File: config.mk
export PLATFORM = sky130hd
export DESIGN_NAME = serial_msb_comparator
export DESIGN_NICKNAME = d
export VERILOG_FILES = /design/src/rtl/comparator_pkg.sv /design/src/rtl/bit_compare_cell.sv /design/src/rtl/serial_msb_comparator.sv
export SDC_FILE = /design/constraint.sdc
export NUM_CORES = 1
export LEC_CHECK = 0
export ABC_AREA = 1
export ABC_CLOCK_PERIOD_IN_PS = 1700
export CORE_UTILIZATION = 50
export CTS_CLUSTER_DIAMETER = 200
export DETAILED_ROUTE_END_ITERATION = 7
export PLACE_DENSITY = 0.78
export SYNTH_ARGS = -nofsm -noshare
export SYNTH_HDL_FRONTEND = slang
export SYNTH_HIERARCHICAL = 1
export SYNTH_SLANG_ARGS = --single-unit
File: constraint.sdc
create_clock -name clk -period 1.7 [get_ports clk]
set_input_delay 0.51 -clock clk [delete_from_list [all_inputs] [get_ports clk]]
set_output_delay 0.51 -clock clk [all_outputs]
set_load 0.03 [all_outputs]
File: src/rtl/comparator_pkg.sv
// Shared types and helpers for the serial and combinational magnitude comparators.
// Results are encoded {gt, lt, eq} so exactly one bit is set after a decision.
package comparator_pkg;

    typedef enum logic {
        IDLE = 1'b0,
        SCAN = 1'b1
    } state_t;

    localparam logic [2:0] RES_NONE = 3'b000;
    localparam logic [2:0] RES_GT   = 3'b100;
    localparam logic [2:0] RES_LT   = 3'b010;
    localparam logic [2:0] RES_EQ   = 3'b001;

    // Lower-significance tiebreak: gt wins over lt, anything else (eqi or
    // invalid/all-zero cascade) resolves to equal, so eqi itself never matters.
    function automatic logic [2:0] cascade_resolve(input logic gti, input logic lti);
        if (gti)
            return RES_GT;
        else if (lti)
            return RES_LT;
        else
            return RES_EQ;
    endfunction

endpackage

File: src/rtl/bit_compare_cell.sv
// Combinational 1-bit magnitude compare.
module bit_compare_cell (
    input  logic a,
    input  logic b,
    output logic gt,
    output logic lt,
    output logic eq
);
    assign gt = a & ~b;
    assign lt = ~a & b;
    assign eq = ~(a ^ b);
endmodule

File: src/rtl/serial_msb_comparator.sv
// Bit-serial MSB-first unsigned comparator with early exit on the first differing bit;
// the captured cascade inputs break ties when all operand bits match.
module serial_msb_comparator
    import comparator_pkg::*;
#(
    parameter int WIDTH = 6
) (
    input  logic             clk,
    input  logic             rst_n,
    input  logic             start,
    input  logic [WIDTH-1:0] A,
    input  logic [WIDTH-1:0] B,
    input  logic             gti,
    input  logic             lti,
    input  logic             eqi,
    output logic             busy,
    output logic             done,
    output logic             gto,
    output logic             lto,
    output logic             eqo
);
    localparam int CW = $clog2(WIDTH);

    state_t           state, state_nx;
    logic [WIDTH-1:0] sh_a, sh_a_nx;
    logic [WIDTH-1:0] sh_b, sh_b_nx;
    logic [CW-1:0]    cnt, cnt_nx;
    logic             cas_gt, cas_gt_nx;
    logic             cas_lt, cas_lt_nx;
    logic [2:0]       res, res_nx;
    logic             done_nx;
    logic             bit_gt, bit_lt, bit_eq;

    // eqi carries no information once gti/lti are known.
    logic unused_eqi;
    assign unused_eqi = eqi;

    bit_compare_cell u_cell (
        .a  (sh_a[WIDTH-1]),
        .b  (sh_b[WIDTH-1]),
        .gt (bit_gt),
        .lt (bit_lt),
        .eq (bit_eq)
    );

    always_ff @(posedge clk or negedge rst_n) begin
        if (!rst_n) begin
            state  <= IDLE;
            sh_a   <= '0;
            sh_b   <= '0;
            cnt    <= '0;
            cas_gt <= 1'b0;
            cas_lt <= 1'b0;
            res    <= RES_NONE;
            done   <= 1'b0;
        end else begin
            state  <= state_nx;
            sh_a   <= sh_a_nx;
            sh_b   <= sh_b_nx;
            cnt    <= cnt_nx;
            cas_gt <= cas_gt_nx;
            cas_lt <= cas_lt_nx;
            res    <= res_nx;
            done   <= done_nx;
        end
    end

    always_comb begin
        state_nx  = state;
        sh_a_nx   = sh_a;
        sh_b_nx   = sh_b;
        cnt_nx    = cnt;
        cas_gt_nx = cas_gt;
        cas_lt_nx = cas_lt;
        res_nx    = res;
        done_nx   = 1'b0;
        case (state)
            IDLE: begin
                if (start) begin
                    state_nx  = SCAN;
                    sh_a_nx   = A;
                    sh_b_nx   = B;
                    cnt_nx    = CW'(WIDTH - 1);
                    cas_gt_nx = gti;
                    cas_lt_nx = lti;
                end
            end
            SCAN: begin
                if (bit_gt) begin
                    res_nx   = RES_GT;
                    done_nx  = 1'b1;
                    state_nx = IDLE;
                end else if (bit_lt) begin
                    res_nx   = RES_LT;
                    done_nx  = 1'b1;
                    state_nx = IDLE;
                end else if (bit_eq && (cnt != '0)) begin
                    sh_a_nx = {sh_a[WIDTH-2:0], 1'b0};
                    sh_b_nx = {sh_b[WIDTH-2:0], 1'b0};
                    cnt_nx  = cnt - 1'b1;
                end else begin
                    res_nx   = cascade_resolve(cas_gt, cas_lt);
                    done_nx  = 1'b1;
                    state_nx = IDLE;
                end
            end
            default: state_nx = IDLE;
        endcase
    end

    assign busy            = (state == SCAN);
    assign {gto, lto, eqo} = res;

endmodule

Yosys cells after proc, flatten, opt, wreduce, memory -nomap -nowiden
Cells that the tools add are included.

word-level totals
  flip-flop bits (word level) = 22
  memory bits (read-only) = 0
  output and inout port bits = 5
  memory bits (writable) = 0
  input bits = 18
  logic and storage cells = 55
  memories kept = 0
  latch bits = 0

operators by class
  mux-type cells = 29
  shift operators = 0
  eq/ne operators = 5
  multiply operators = 0
  div/mod/pow operators = 0
  reduce and logical (&&, ||, !) cells = 5
  $add $sub $neg = 1
  bitwise operators = 7
  magnitude comparators = 0

operators by type and width
  operator               count
  $mux W6                8
  $mux W3                8
  $pmux W6 S2            2
  $mux W1                8
  $ne A2 B2 Y1 const B   3
  $pmux W3 S2            1
  $not A1 Y1             4
  $reduce_and A2 Y1      2
  $reduce_and A4 Y1      1
  $ne A3 B3 Y1 const B   1
  $reduce_bool A3 Y1     1
  $sub A3 B1 Y3 const B  1
  $and A1 B1 Y1          2
  $mux W2                1
  $ne A2 B1 Y1 const B   1
  $pmux W1 S2            1
  $logic_and A1 B1 Y1    1
  $xor A1 B1 Y1          1

Depth between registers and ports, before layout
Gate-level depths: netlist of run 1.

  word-level depth = 7
  mapped depth = 10
  depth with buffers taken out = 9

Modules after synthesis
The synthesis of run 1 kept the hierarchy.

by module, submodules not included
  module                 cells an instance  area an instance (um^2)  seq. area each (um^2)  instances
  serial_msb_comparator  139                1098.6                   550.5                  1
  bit_compare_cell       4                  32.5                     0.0                    1

Worst setup path before layout of run 1
Ideal clock, no wire load.

  path type = flip-flop to flip-flop
  from = register sh_a[5]
  to = register sh_b[2]
  slack = 0.363 ns
  library setup time = 0.117 ns
  stages on the path, launching flop included = 8
  path buffers = 1
  period minus slack after synthesis = 1.337 ns
  required time = 1.583 ns
  arrival = 1.220 ns
  cell sequence = dfrtp_1 -> inv_1 -> ha_1 -> a21boi_4 -> nand2_4 -> buf_2 -> nand3_1 -> nand2_1

on the way
  longest elaborated chain between the ends = 5
  elaborated cells between the ends (all ways) = 10
  classes of those cells = eq/ne: 3; bitwise: 5; reduce/logical: 2

ends and longest elaborated chain
  element                             RTL line                     source
  start, declared                     serial_msb_comparator.sv:25  logic [WIDTH-1:0] sh_a, sh_a_nx;
  start signal, assigned              serial_msb_comparator.sv:58  sh_a <= sh_a_nx;
  $xor A1 B1 Y1                       bit_compare_cell.sv:11       assign eq = ~(a ^ b);
  $not A1 Y1                          bit_compare_cell.sv:11
  via bit_eq                          serial_msb_comparator.sv:32  logic bit_gt, bit_lt, bit_eq;
  $logic_and A1 B1 Y1                 serial_msb_comparator.sv:97  end else if (bit_eq && (cnt != '0)) begin
  $ne A2 B1 Y1 (no source line)       n/a
  $reduce_and A4 Y1 (no source line)  n/a
  end signal, assigned                serial_msb_comparator.sv:59  sh_b <= sh_b_nx;
  end, declared                       serial_msb_comparator.sv:26  logic [WIDTH-1:0] sh_b, sh_b_nx;

The timed path passes the listed nets, and every way through them passes these cells.
A chain may end at the register's enable or synchronous reset.

Worst setup path after layout of run 1
  from = register res[2]
  to = output gto

RTL lines
  element                 RTL line                     source
  start, declared         serial_msb_comparator.sv:30  logic [2:0] res, res_nx;
  start signal, assigned  serial_msb_comparator.sv:63  res <= res_nx;
  end, declared           serial_msb_comparator.sv:18  output logic gto,

No word-level cell between the ends.

==> summary.txt, run 1 <==
clk buf depth - 2
crit end category - output pin
final setup fails - 0
Tcrit/Tclk final - 92.9%
hold_ws - 0.477 ns
Root Driver - clkbuf_4
R2R depth - 6
WP data required - 1.19 ns
ANT cells - 0
number of buffers and inverters on the critical path - 1
slew margin rel. - 79.8%
clk_skew - 0.000942 ns
Final Hold Viols - 0
final WL - 2.21 mm
Slowest Stage Delay on Critical Path - 0.40 ns
HPWL after DPL - 1.63 mm
P per Cell Area - 1780 nW/um2
vias in the first global route - 978
Syn Area/Cell - 7.91 um2
status - finished, final reports clean
Crit Path Category - flop to output pin
worst slew pin tran - 0.305 ns
Worst EP arrival - 1.07 ns
worst setup path endpoint - gto
Die X - 49.6 um
Max Slew Vio Count - 0
insertion delay to the later sink of the worst-skew pair - 0.30 ns
Seq/Total Area, Yosys - 48.7%
Lkg Pwr - 0.783 nW
Core Area - 2040 um2
register bit total from synthesis - 22
slowest stage cell on the critical path - dlygate4sd2_1
Syn Std Cell Area - 1130 um2
vias - 979
H-tree levels - 1
Area Growth Syn to Fin - 26.0%
worst reg2reg startpoint - sh_b[5]
Worst setup SP type - flop
top cell family by delay on the critical path - buffers and inverters
largest net degree at the start of global routing - 23
crit path cell chain - dlygate4sd2_1
1st-iter DRT viols - 13
RD Place Congestion - 0.742
Synth warnings - 6
share of cells above drive strength 1 - 11.2%
initial core utilization - 55.4%
DR WL/cell - 11.2 um
setup TNS - 0 ns
CTS tree - yes
IO Port Bufs - 21
# IOs - 23
distinct cell type count after synthesis - 18
RR Endpoint - sh_b[2]
global-route wire length before repair - 4.05 mm
Crit path depth - 1
crit path time final - 1.58 ns
Post-Synthesis Net Count - 165
initial antenna violation count - 0
f_max - 633 MHz
clk sinks - 22
CTS Buf Count - 3
Hold-fix buffers, CTS - 0
Worst Hold Class - flop to flop
Max Fanout on Critical Path - 2
Post-Layout Inst Area - 1430 um2
die area - 2460 um2
Detail Route Antenna Nets - 0
placed cell area - 1390 um2
Total GRT Usage - 22.1%
fillers - 173
Peak supply drop - 0.878 mV
detailed-route DRC error count - 0
num rows - 16
first drt pass iteration count - 4
# nets final - 193
vias per cell - 4.97
Die H - 49.6 um
Critical path origin - res[2]
grt ovf - 0
RSZ-0062 raised after global routing - no
Clk pin slew, worst setup/hold paths - 0.12 ns
Mapped Cells - 143
R2R setup slack - 0.16 ns
Max Cap Violations - 0
-- kinds of logic (layout without fill, tap and decap cells) --
logic type | count (synthesis) | count (layout) | synth area share (%)
muxes | 1 | 1 | 0.996
buffers and inverters | 15 | 42 | 6.08
xor gates and xnor gates | 1 | 1 | 0.774
adders and majority gates | 4 | 4 | 4.42
DFF | 22 | 22 | 48.7
and+or+nand+nor | 95 | 95 | 35.6
AOI/OAI and AO/OA | 5 | 5 | 3.43
-- where the power goes --
group	leakage [nW]	internal [mW]	total, mW	switching [mW]
clock	0.0210	0.131	0.288	0.157
combinational	0.489	0.523	1.35	0.826
sequential	0.273	0.765	0.903	0.138
total	0.783	1.42	2.54	1.12
-- synthesized netlist by cell type --
cell      number  area (um2)
buf_2          4        20.0
o21ai_0        3        15.0
nand2_1       68         255
a21boi_4       1        18.8
a21oi_1        1        5.00
nand2_2        2        12.5
nor2_1         4        15.0
inv_1          9        33.8
nand2_4        1        11.3
mux2_2         1        11.3
dfrtp_1       22         551
nor2_4         1        11.3
xnor2_1        1        8.76
ha_1           4        50.1
nand3_1       18        90.1
inv_2          1        3.75
buf_6          1        11.3
nand3b_1       1        7.51
-- stage by stage --
step | power (mW) | worst slack, ns | instances | utilization, %
floorplan | 1.93 | 0.363 | 143 | -
global placement | 2.24 | 0.0872 | 193 | 68.3
detailed placement | 2.30 | 0.0667 | 193 | 68.3
CTS | 2.56 | 0.106 | 197 | 69.8
global route | 2.80 | 0.0143 | 197 | 69.8
finish | 2.54 | 0.121 | 197 | 69.8
-- layout make-up --
| class | instances | area [um2] | area share [%] |
|---|---|---|---|
| Tap cell | 27 | 33.8 | 2.37 |
| Sequential cell | 22 | 551 | 38.6 |
| Clock buffer | 4 | 36.3 | 2.55 |
| Inverter | 10 | 37.5 | 2.63 |
| Timing Repair Buffer | 28 | 255 | 17.9 |
| Multi-Input combinational cell | 106 | 512 | 35.9 |
-- flip-flops by register name (all words and copies together), names as in the netlist --
| signal | count |
|---|---|
| done | 1 |
| cas_lt | 1 |
| busy | 1 |
| cas_gt | 1 |
| sh_b | 6 |
| cnt | 3 |
| sh_a | 6 |
| res | 3 |
-- routing by layer --
| layer | global-route usage, % | share of wire, % | routed length (um) |
|---|---|---|---|
| met5 | 0 | 0 | 0 |
| met3 | 3.70 | 3.6 | 79 |
| met4 | 8.57 | 1.1 | 24 |
| met2 | 39.6 | 51 | 1120 |
| met1 | 25.9 | 45 | 983 |
-- timing repair --
item / CTS / global route
endpoints found under the setup margin: 4 / 0
gates resized for setup: 4 / 0
buffers inserted: 0 / 0
-- layout by cell type, fill, tap and decap left out, drive strengths merged --
master         synthesis  layout
o21ai                  3       3
dfrtp                 22      22
clkdlybuf4s50          0      16
a21boi                 1       1
nor2                   5       5
nand3b                 1       1
a21oi                  1       1
clkbuf                 0       4
dlygate4sd2            0       4
xnor2                  1       1
inv                   10      10
mux2                   1       1
buf                    5       8
ha                     4       4
nand3                 18      18
nand2                 71      71
-- how the worst min path moves through the flow --
stage            from  endpoint  slack [ns]  cells after the start
2_1_floorplan   rst_n      busy        0.21                      0
3_3_place_gp   cnt[0]    cnt[0]        0.46                      1
3_5_place_dp   cnt[0]    cnt[0]        0.46                      1
4_1_cts        cnt[0]    cnt[0]        0.48                      1
5_1_grt        res[1]    res[1]        0.53                      2
6_report       cnt[0]    cnt[0]        0.48                      1
(Power assumes the default switching activity.)
==> run 2: changes to the inputs <==
Settings changed: PLACE_DENSITY 0.78 to 0.74.
==> summary.txt, run 2 (synthesis results as in run 1) <==
cell mode on critical path - buf_4
Psw - 1.14 mW (+1.9%)
vias per cell - 4.86 (-2.1%)
status - finished, final reports clean
hold wc startpoint - cnt[0]
Lkg Pwr - 0.789 nW (+0.76%)
R2R depth - 7 (+1)
Max Slew Vio Count - 0 (unchanged)
Worst Hold Class - flop to flop
hold_ws - 0.475 ns (-0.00188 ns)
share of cells above drive strength 1 - 11.7% (+0.52 points)
Tcrit/Tclk final - 94.1% (+1.2 points)
slowest stage cell on the critical path - dfrtp_1
RD Place Congestion - 0.751 (+1.2%)
f_max - 625 MHz (-1.3%)
Max Cap Violations - 0 (unchanged)
RR Endpoint - sh_a[1]
H-tree levels - 1 (unchanged)
fraction of power consumed by sequential logic - 34.6% (-1.0 points)
Largest regs - sh_a (6), sh_b (6)
Total GRT Usage - 22.1% (about the same)
placed cell area - 1400 um2 (+0.54%)
Hold-fix buffers, CTS - 0 (unchanged)
clk_skew - 0.00236 ns (+0.00142 ns)
grt ovf - 0 (unchanged)
Area Growth Syn to Fin - 27.1%
CTS tree - yes
Worst EP arrival - 1.09 ns (+0.02 ns)
Post-Layout Inst Area - 1440 um2 (+0.88%)
clk sinks - 22 (unchanged)
Die H - 49.6 um (unchanged)
Cell Count Post-Placement - 194 (+0.52%)
final WL - 2.26 mm (+2.4%)
R2R setup slack - 0.23 ns (+0.07 ns)
crit path cell chain - buf_4 -> buf_4
endpoint of the worst hold-timing path - cnt[0]
vias in the first global route - 965 (-1.3%)
initial core utilization - 55.4% (unchanged)
P per Cell Area - 1790 nW/um2 (+0.38%)
die area - 2460 um2 (unchanged)
vias - 963 (-1.6%)
Detail Route Antenna Nets - 0 (unchanged)
Clk pin slew, worst setup/hold paths - 0.12 ns (about the same)
initial antenna violation count - 0 (unchanged)
WP data required - 1.19 ns (about the same)
detailed-route DRC error count - 0 (unchanged)
Slowest Stage Delay on Critical Path - 0.41 ns (about the same)
clk buf depth - 2 (unchanged)
# IOs - 23 (unchanged)
HPWL after DPL - 1.68 mm (+2.9%)
crit path time final - 1.60 ns (+0.0206 ns)
Layout Cells excl Fill - 198 (+0.51%)
slew margin rel. - 79.4% (-0.38 points)
Crit Path Category - flop to output pin
Core Area - 2040 um2 (unchanged)
global-route wire length before repair - 4.11 mm (+1.4%)
worst slew pin tran - 0.310 ns (+0.00571 ns)
largest net degree at the start of global routing - 23 (unchanged)
RSZ-0062 raised after global routing - no
combinational share of power - 54.0% (+0.9 points)
Int Pwr - 1.43 mW (+0.75%)
worst reg2reg startpoint - sh_a[5]
final setup fails - 0 (unchanged)
CTS Buf Count - 3 (unchanged)
IO Port Bufs - 21 (unchanged)
insertion delay to the later sink of the worst-skew pair - 0.31 ns (about the same)
num rows - 16 (unchanged)
Root Driver - clkbuf_4
crit end category - output pin
Die X - 49.6 um (unchanged)
Peak supply drop - 0.959 mV (+9.3%)
switching share of power - 44.4% (+0.28 points)
most common cell after layout, fill and taps aside - nand2_1
Max Fanout on Critical Path - 13 (+11)
1st-iter DRT viols - 14 (+1)
setup TNS - 0 ns (unchanged)
commonest non-fill, non-tap cells in the layout - 68 x nand2_1, 22 x dfrtp_1, 18 x nand3_1
Final Hold Viols - 0 (unchanged)
fillers - 175 (+1.2%)
Worst setup SP type - flop
first drt pass iteration count - 4 (unchanged)
DR WL/cell - 11.4 um (+1.8%)
cell depth of the worst min-delay path - 1 (unchanged)
# nets final - 194 (+0.52%)
Clk pwr share - 11.4% (about the same)
ANT cells - 0 (unchanged)
-- run 2: per-layer routing --
layer | routed length, um | vias up | share of wire, % | global-route usage, %
met5 | 0 | - | 0 | 0
met4 | 36 | 0 | 1.6 | 10.0
met3 | 83 | 6 | 3.7 | 3.70
met2 | 1050 | 21 | 47 | 37.6
met1 | 1090 | 435 | 48 | 27.1
li1 | - | 501 | - | -
-- run 2: repair_timing --
| action | in CTS | in global routing |
|---|---|---|
| endpoints found under the setup margin | 4 | 2 |
| buffers inserted | 0 | 0 |
| gates resized for setup | 4 | 1 |
-- run 2: critical path: cells and delay by family (launching register included) --
family / cells / cell delay, ns
DFF: 1 / 0.41
buffers and inverters: 2 / 0.37
-- run 2: final cells by class --
class                      count  area (um2)  share of cell area, %
inverter                      10        37.5                   2.61
sequential                    22         551                   38.3
timing repair buffer          29         263                   18.3
tap                           27        33.8                   2.35
multi-input combinational    106         517                   35.9
clock buffer                   4        36.3                   2.52
-- run 2: metrics by stage --
stage / setup WS (ns) / util (%) / total power [mW]
final: 0.101 / 70.4 / 2.57
after global routing: 0.0560 / 70.4 / 2.82
after CTS: 0.0927 / 70.2 / 2.58
after detailed placement: 0.0759 / 68.6 / 2.32
after global placement: 0.110 / 68.6 / 2.25
after floorplan: 0.363 / - / 1.93
-- run 2: worst max-delay path by stage --
stage	from	endpoint	slack (ns)	depth (start not counted)
after global routing	sh_a[5]	cnt[2]	0.06	9
after floorplan	sh_a[5]	sh_b[2]	0.36	7
final	busy	busy	0.10	2
after detailed placement	start	sh_a[1]	0.08	5
after CTS	busy	busy	0.09	2
after global placement	start	cas_lt	0.11	3
-- run 2: power by group through the flow --
stage | Sequential, mW | Clock, mW | Combinational (mW)
global route | 0.919 | 0.324 | 1.57
global placement | 0.890 | 0 | 1.36
CTS | 0.890 | 0.301 | 1.39
detailed placement | 0.903 | 0 | 1.41
floorplan | 0.985 | 0 | 0.943
finish | 0.890 | 0.293 | 1.39
==> run 3: changes to the inputs <==
Settings changed: CORE_MARGIN from default to 1.5.
==> summary.txt, run 3 (synthesis results as in run 1) <==
Lkg Pwr - 0.778 nW (-1.4%)
clk buf depth - 2 (unchanged)
Clk pin slew, worst setup/hold paths - 0.13 ns (about the same)
slew margin rel. - 80.2% (+0.79 points)
vias in the first global route - 992 (+2.8%)
Slowest Stage Delay on Critical Path - 0.41 ns (about the same)
number of buffers and inverters on the critical path - 2 (unchanged)
top cell family by delay on the critical path - flip-flops
placed cell area - 1390 um2 (-0.98%)
worst reg2reg startpoint - sh_a[5]
1st-iter DRT viols - 15 (+1)
CTS Buf Count - 3 (unchanged)
worst slew pin tran - 0.299 ns (-0.0118 ns)
Die H - 50.6 um (+2.0%)
FF/Latch Area - 551 um2 (unchanged)
Die X - 50.6 um (+2.0%)
initial core utilization - 52.1% (-3.3 points)
die area - 2560 um2 (+4.1%)
R2R setup slack - 0.16 ns (-0.07 ns)
grt ovf - 0 (unchanged)
Worst Hold Class - flop to flop
largest net degree at the start of global routing - 23 (unchanged)
# nets final - 192 (-1.0%)
cell mode on critical path - buf_4
most common cell after layout, fill and taps aside - nand2_1
crit path cell chain - buf_4 -> buf_4
vias - 970 (+0.73%)
detailed-route DRC error count - 0 (unchanged)
commonest non-fill, non-tap cells in the layout - 68 x nand2_1, 22 x dfrtp_1, 18 x nand3_1
setup TNS - 0 ns (unchanged)
Max Slew Vio Count - 0 (unchanged)
Max Fanout on Critical Path - 13 (unchanged)
clk_skew - 0.00921 ns (+0.00685 ns)
hold_ws - 0.478 ns (+0.00253 ns)
fillers - 218 (+25%)
dpl ws - 0.0874 ns (+0.0115 ns)
Multi-input gate area - 512 um2 (-0.97%)
Detail Route Antenna Nets - 0 (unchanged)
HPWL after DPL - 1.62 mm (-3.8%)
Final WS setup - 0.0944 ns (-0.00623 ns)
crit path time final - 1.61 ns (+0.00623 ns)
hold wc startpoint - cnt[0]
clk sinks - 22 (unchanged)
Cell Count Post-Placement - 193 (-0.52%)
f_max - 623 MHz (-0.39%)
slowest stage cell on the critical path - dfrtp_1
Final Hold Viols - 0 (unchanged)
crit end category - output pin
# IOs - 23 (unchanged)
Critical path origin - busy
Max Cap Violations - 0 (unchanged)
first drt pass iteration count - 4 (unchanged)
Layout Cells excl Fill - 197 (-0.51%)
P per Cell Area - 1790 nW/um2 (+0.17%)
Total GRT Usage - 20.2% (-1.9 points)
status - finished, final reports clean
CTS tree - yes
Pwr Total - 2.54 mW (-1.1%)
WP data required - 1.19 ns (about the same)
DR WL/cell - 11.3 um (-0.83%)
IO Port Bufs - 21 (unchanged)
vias per cell - 4.92 (+1.2%)
Worst setup SP type - flop
RSZ-0062 raised after global routing - no
Post-Layout Inst Area - 1420 um2 (-1.3%)
final setup fails - 0 (unchanged)
initial antenna violation count - 0 (unchanged)
RD Place Congestion - 0.708 (-5.7%)
H-tree levels - 1 (unchanged)
Peak supply drop - 0.972 mV (+1.4%)
Area Growth Syn to Fin - 25.4%
final WL - 2.23 mm (-1.3%)
insertion delay to the later sink of the worst-skew pair - 0.32 ns (about the same)
global-route wire length before repair - 3.87 mm (-5.7%)
Root Driver - clkbuf_4
Hold-fix buffers, CTS - 0 (unchanged)
Tcrit/Tclk final - 94.4% (+0.37 points)
ANT cells - 0 (unchanged)
num rows - 17 (+1)
Layout Utilization - 65.4% (-5.0 points)
share of cells above drive strength 1 - 10.7% (-1.0 points)
Core Area - 2170 um2 (+6.2%)
Crit Path Category - flop to output pin
Worst EP arrival - 1.10 ns (about the same)
Largest regs - sh_a (6), sh_b (6)
[run 3: cell types whose count changed in the layout (fill, tap and decap cells not counted), sizes merged]
cell / change
buf: -2
[run 3: cell type report]
type | instances | area share [%]
sequential | 22 | 38.8
multi-input combinational | 106 | 36.1
timing repair buffer | 27 | 17.5
inverter | 10 | 2.65
clock buffer | 4 | 2.56
tap | 28 | 2.47
[run 3: repair_timing]
item                       CTS  global route
setup endpoints to repair    4             0
setup buffers                0             0
gates resized for setup      4             0
[run 3: path summary, 6_finish.rpt]
| kind | endpoint | cells after the start |
|---|---|---|
| max | busy | 2 |
| min | cnt[0] | 1 |
| max reg2reg | sh_b[4] | 7 |
| min reg2reg | cnt[0] | 1 |
| max in group asynchronous | res[0] | 2 |
| min in group asynchronous | sh_a[4] | 2 |
[run 3: worst reg2reg max path, cell delays in order (launching register included)]
cell      delay (ns)
dfrtp_1         0.39
inv_1           0.05
ha_1            0.29
a21boi_4        0.21
nand2_4         0.16
nand2_2         0.24
nand2_1         0.08
nand2_1         0.06
[run 3: power breakdown]
group / internal, mW / switching, mW
Clock: 0.131 / 0.167
Combinational: 0.522 / 0.833
Sequential: 0.765 / 0.124
[run 3: layer usage]
metal	GRT usage, %	vias up	wire length [um]
li1	-	496	-
met1	21.3	443	1000
met2	38.2	27	1090
met3	4.17	4	109
met4	9.01	0	25
met5	0	-	0
